**src/rtl/ram_lsu_ctrl.sv**
```systemverilog
// rtl/ram_lsu_ctrl.sv - load/store initiator for a CS/WR/OE data RAM, read-modify-write for sub-word stores
// LSU_RD_WAIT_EN stretches the RAM read to two cycles (RD, RD2).
module ram_lsu_ctrl #(
  parameter int TAM_POSICIONES = 1024,
  parameter int TAM_PALABRA    = 32,
  localparam int AW            = $clog2(TAM_POSICIONES)
) (
  input  logic                   CLK,
  input  logic                   RSTa,
  input  logic                   REQ_VALID,
  output logic                   REQ_READY,
  input  logic                   REQ_WE,
  input  logic [1:0]             REQ_SIZE,
  input  logic                   REQ_UNSIGNED,
  input  logic [AW+1:0]          REQ_ADDR,
  input  logic [TAM_PALABRA-1:0] REQ_WDATA,
  output logic                   RSP_VALID,
  output logic [TAM_PALABRA-1:0] RSP_RDATA,
  output logic                   RSP_ERR,
  output logic                   MEM_CS,
  output logic                   MEM_WR,
  output logic                   MEM_OE,
  output logic [AW-1:0]          MEM_ADDRESS,
  output logic [TAM_PALABRA-1:0] MEM_DATA_IN,
  input  logic [TAM_PALABRA-1:0] MEM_DATA_OUT
);

  typedef enum logic [2:0] {
    S_IDLE = 3'd0,
    S_RD   = 3'd1,
    S_RD2  = 3'd2,
    S_WR   = 3'd3,
    S_RSP  = 3'd4
  } state_t;

  state_t                 state_q, state_d;
  logic                   ready_q, ready_d;
  logic [AW+1:0]          addr_q, addr_d;
  logic [1:0]             size_q, size_d;
  logic                   we_q, we_d;
  logic                   uns_q, uns_d;
  logic                   err_q, err_d;
  logic [TAM_PALABRA-1:0] wdata_q, wdata_d;
  logic [TAM_PALABRA-1:0] rdword_q, rdword_d;

  logic                   req_bad;
  logic [TAM_PALABRA-1:0] lane_w;
  logic [TAM_PALABRA-1:0] load_w;
  logic [TAM_PALABRA-1:0] store_w;

  always_comb begin
    req_bad = (REQ_SIZE == 2'b11) ||
              ((REQ_SIZE == 2'b01) && REQ_ADDR[0]) ||
              ((REQ_SIZE == 2'b10) && (REQ_ADDR[1:0] != 2'b00));
  end

  always_comb begin
    state_d  = state_q;
    addr_d   = addr_q;
    size_d   = size_q;
    we_d     = we_q;
    uns_d    = uns_q;
    err_d    = err_q;
    wdata_d  = wdata_q;
    rdword_d = rdword_q;
    case (state_q)
      S_IDLE: begin
        if (REQ_VALID && ready_q) begin
          addr_d  = REQ_ADDR;
          size_d  = REQ_SIZE;
          we_d    = REQ_WE;
          uns_d   = REQ_UNSIGNED;
          wdata_d = REQ_WDATA;
          err_d   = req_bad;
          if (req_bad)
            state_d = S_RSP;
          else if (REQ_WE && (REQ_SIZE == 2'b10))
            state_d = S_WR;
          else
            state_d = S_RD;
        end
      end
      S_RD: begin
`ifdef LSU_RD_WAIT_EN
        state_d = S_RD2;
`else
        rdword_d = MEM_DATA_OUT;
        state_d  = we_q ? S_WR : S_RSP;
`endif
      end
      S_RD2: begin
        rdword_d = MEM_DATA_OUT;
        state_d  = we_q ? S_WR : S_RSP;
      end
      S_WR:    state_d = S_RSP;
      S_RSP:   state_d = S_IDLE;
      default: state_d = S_IDLE;
    endcase
    ready_d = (state_d == S_IDLE);
  end

  always_ff @(posedge CLK or negedge RSTa) begin
    if (!RSTa) begin
      state_q  <= S_IDLE;
      ready_q  <= 1'b0;
      addr_q   <= '0;
      size_q   <= '0;
      we_q     <= 1'b0;
      uns_q    <= 1'b0;
      err_q    <= 1'b0;
      wdata_q  <= '0;
      rdword_q <= '0;
    end else begin
      state_q  <= state_d;
      ready_q  <= ready_d;
      addr_q   <= addr_d;
      size_q   <= size_d;
      we_q     <= we_d;
      uns_q    <= uns_d;
      err_q    <= err_d;
      wdata_q  <= wdata_d;
      rdword_q <= rdword_d;
    end
  end

  // Valid halves have ADDR[0]=0, so a byte-granular shift serves both sub-word sizes.
  always_comb begin
    lane_w  = rdword_q >> {addr_q[1:0], 3'b000};
    load_w  = rdword_q;
    store_w = wdata_q;
    case (size_q)
      2'b00: begin
        load_w  = {{(TAM_PALABRA-8){~uns_q & lane_w[7]}}, lane_w[7:0]};
        store_w = rdword_q;
        store_w[{addr_q[1:0], 3'b000} +: 8] = wdata_q[7:0];
      end
      2'b01: begin
        load_w  = {{(TAM_PALABRA-16){~uns_q & lane_w[15]}}, lane_w[15:0]};
        store_w = rdword_q;
        store_w[{addr_q[1], 4'b0000} +: 16] = wdata_q[15:0];
      end
      default: ;
    endcase
  end

  always_comb begin
    REQ_READY   = ready_q;
    MEM_CS      = (state_q == S_RD) || (state_q == S_RD2) || (state_q == S_WR);
    MEM_OE      = (state_q == S_RD) || (state_q == S_RD2);
    MEM_WR      = (state_q == S_WR);
    MEM_ADDRESS = addr_q[AW+1:2];
    MEM_DATA_IN = (state_q == S_WR) ? store_w : '0;
    RSP_VALID   = (state_q == S_RSP);
    RSP_ERR     = (state_q == S_RSP) && err_q;
    RSP_RDATA   = ((state_q == S_RSP) && !we_q && !err_q) ? load_w : '0;
  end

endmodule

```
**config.mk**
```make
export PLATFORM = sky130hd
export DESIGN_NAME = ram_lsu_ctrl
export DESIGN_NICKNAME = d
export VERILOG_FILES = /design/src/rtl/ram_lsu_ctrl.sv
export SDC_FILE = /design/constraint.sdc
export NUM_CORES = 1
export LEC_CHECK = 0
export CAP_MARGIN = 15
export CELL_PAD_IN_SITES_DETAIL_PLACEMENT = 0
export CELL_PAD_IN_SITES_GLOBAL_PLACEMENT = 1
export CORE_UTILIZATION = 36
export CTS_BUF_LIST = sky130_fd_sc_hd__clkbuf_2
export DETAILED_ROUTE_END_ITERATION = 7
export MAX_ROUTING_LAYER = met4
export PLACE_DENSITY_LB_ADDON = 0.2
export SLEW_MARGIN = 5
export SYNTH_ARGS = -nofsm -noshare
export SYNTH_HDL_FRONTEND = slang
export SYNTH_SLANG_ARGS = --single-unit
```
**constraint.sdc**
```tcl
create_clock -name CLK -period 3.85 [get_ports CLK]
set_input_delay 0.77 -clock CLK [delete_from_list [all_inputs] [get_ports CLK]]
set_output_delay 0.77 -clock CLK [all_outputs]
set_load 0.1 [all_outputs]
```
==> results.txt <==
Netlist cell types -> 40
CP Capture Point -> RSP_RDATA[9]
layout cells sized above 1 -> 32.9%
Crit Path Max Fanout -> 10
Hold Vio Cnt, Final -> 0
hpwl dp -> 12500 um
gr usage total -> 24.4%
vias -> 4757
CTS root buffer -> clkbuf_2
pin slew with the least headroom to its limit -> 1.03 ns
Post-CTS Setup Bufs -> 0
YS warnings -> 0
row cnt -> 43
Hold WC Path Type -> in2async
WP buf/inv -> 1
Worst VDD drop -> 0.000593 V
Multi-input gate area -> 0.00292 mm^2
CTS clk-pin slew, worst paths -> 0.22 ns
R2R Path Start -> state_q[1]$_DFF_PN0_
fin. max-slew vios -> 0
CP delay by family, top -> simple AND/OR/NAND/NOR gates
number of synthesized register bits -> 85
Std-Cell Core Area -> 0.0139 mm^2
die width -> 122 um
gpl congestion -> 0.871
RSZ-0062 raised after global routing -> no
Power Total -> 6.71 mW
total wire length -> 16900 um
FMAX -> 0.279 GHz
top cells by area, synth -> dfrtp_1, mux2_2, a221oi_1
vias per cell -> 5.70
WS Path Type -> reg2out
Max transition margin -> 31.0%
critical path depth -> 4
CTS hold repair buffers -> 0
Num Clock Sinks -> 85
Die Ht -> 122 um
CTS buffer count -> 9
PwrDens -> 860 mW/mm^2
Worst-Skew Late Latency -> 0.56 ns
fin crit share -> 93.3%
most frequent cell after synthesis -> dfrtp_1
Post-Place Worst Slack -> 0.708 ns
PortBufs -> 162
syn_nets -> 599
crit path cell chain -> or3b_4, or3_1, a221oi_1, buf_12
CP Launch Point -> state_q[2]$_DFF_PN0_
Leak -> 3.12 nW
drt pass-1 iters -> 5
mean post-synth cell area -> 10.1 um^2
clock skew -> 0.0154 ns
Post-Syn Area -> 0.00518 mm^2
Primary FF master, synth -> dfrtp_1
CP max stage delay -> 0.56 ns
critical path launch point type -> flop
Finish-stage setup viols -> 0
status -> finished, final reports clean
TritonCTS clock tree -> built
Die ar. -> 0.0149 mm^2
DRC viols -> 0
average detailed-routed wire length per instance -> 20.2 um
number of H-tree levels -> 3
grt total ovfl -> 0
vias in the first global route -> 4742
cell count after synthesis -> 511
post-route minimum period -> 3.59 ns
RR Endpoint -> wdata_q[30]$_DFFE_PN0P_
crit path DAT -> 2.82 ns
filler cell count -> 1208
area grow syn2layout -> 50.7%
first-pass GRT wire length -> 26400 um
Initial Utilization -> 37.1%
number of synthesized flops with an enable pin -> 0
reg2reg setup slack -> 1.67 ns
nets@finish -> 736
R2R depth -> 4
asr flop ratio synth -> 100%
Critical Path End Type -> output pin
Sequential cell area -> 0.00213 mm^2
CP max stage cell -> or3_1
Ports -> 163
initial antenna violation count -> 1
max-cap violations -> 0
CTS Buffer Depth -> 2
Synth top cells by count -> dfrtp_1, mux2_2, nand2_1
required time of the critical path -> 3.08 ns
DR iter-0 viols -> 402
post-synth top area share -> 41.1%
largest area contributor in the netlist -> dfrtp_1
number of routed nets with antenna violations -> 0
largest net degree at the start of global routing -> 73
worst setup margin -> 0.260 ns
part of the Yosys area used for sequential elements -> 41.1%
==> state kept, by name, summed over array words and instances (netlist names) <==
| name | cells |
|---|---|
| REQ_READY | 1 |
| addr_q | 12 |
| wdata_q | 32 |
| we_q | 1 |
| size_q | 2 |
| state_q | 3 |
| rdword_q | 32 |
| uns_q | 1 |
| err_q | 1 |
==> cell usage in the layout, fill, tap and decap left out, drive strengths merged, types with 9 or more instances in the layout <==
master	count
nor3	11
buf	83
o22ai	9
mux2	75
a221oi	32
mux2i	12
clkbuf	10
nand2	50
dfrtp	85
inv	18
a211o	9
o21ai	22
clkdlybuf4s50	93
o2bb2ai	16
nor2	30
a21oi	22
nand2b	9
==> logic make-up after synthesis <==
logic type	Yosys count	synth area share [%]
adders and majority gates	5	1.21
buffers and inverters	69	6.28
xor gates and xnor gates	1	0.169
DFF	85	41.1
muxes	87	18.6
and+or+nand+nor	114	10.5
AOI/OAI and AO/OA	150	22.1
==> cell type report <==
cell class | instances | share of cell area, %
diodes | 2 | 0.0642
clock buffers | 10 | 0.642
clock inverters | 6 | 0.385
inverters | 19 | 0.914
multi-input cells | 357 | 37.5
flip-flops and latches | 85 | 27.3
well taps | 180 | 2.89
repair buffers | 176 | 30.4
==> metrics by stage <==
| stage | TNS, ns | area (um^2) | std cells | util (%) | hold slack, ns |
|---|---|---|---|---|---|
| final | 0 | 7800 | 835 | 56.0 | 0.292 |
| after global routing | 0 | 7800 | 835 | 56.0 | 0.340 |
| after CTS | 0 | 7760 | 833 | 55.7 | 0.285 |
| after detailed placement | 0 | 7670 | 817 | 55.1 | 0.495 |
| after global placement | 0 | 7670 | 817 | 55.1 | 0.490 |
| after floorplan | -3.90 | 5340 | 511 | - | 0.474 |
==> metal layers <==
layer  vias to the layer above  wire, um  GRT usage (%)
met5                         -         0              -
met4                         0       306           8.02
met3                        20      1090           3.65
met2                       197      7780           36.7
met1                      2347      7730           33.4
li1                       2193         -              -
==> where the power goes <==
group	total [mW]	switching, mW	internal [mW]
Clock	0.383	0.303	0.0799
Sequential	1.96	0.613	1.35
Combinational	4.36	2.70	1.67
==> worst min-delay path by stage <==
stage	start	endpoint	depth (start not counted)
finish	RSTa	state_q[2]$_DFF_PN0_	1
global route	RSTa	state_q[2]$_DFF_PN0_	1
CTS	RSTa	state_q[2]$_DFF_PN0_	1
detailed placement	addr_q[7]$_DFFE_PN0P_	addr_q[7]$_DFFE_PN0P_	1
global placement	addr_q[7]$_DFFE_PN0P_	addr_q[7]$_DFFE_PN0P_	1
floorplan	RSTa	REQ_READY$_DFF_PN0_	0
==> repair_timing <==
action,CTS,global route
cloned,0,0
endpoints found under the setup margin,4,31
gates resized for setup,1,8
Note: power is estimated with default switching activity, not from simulation.
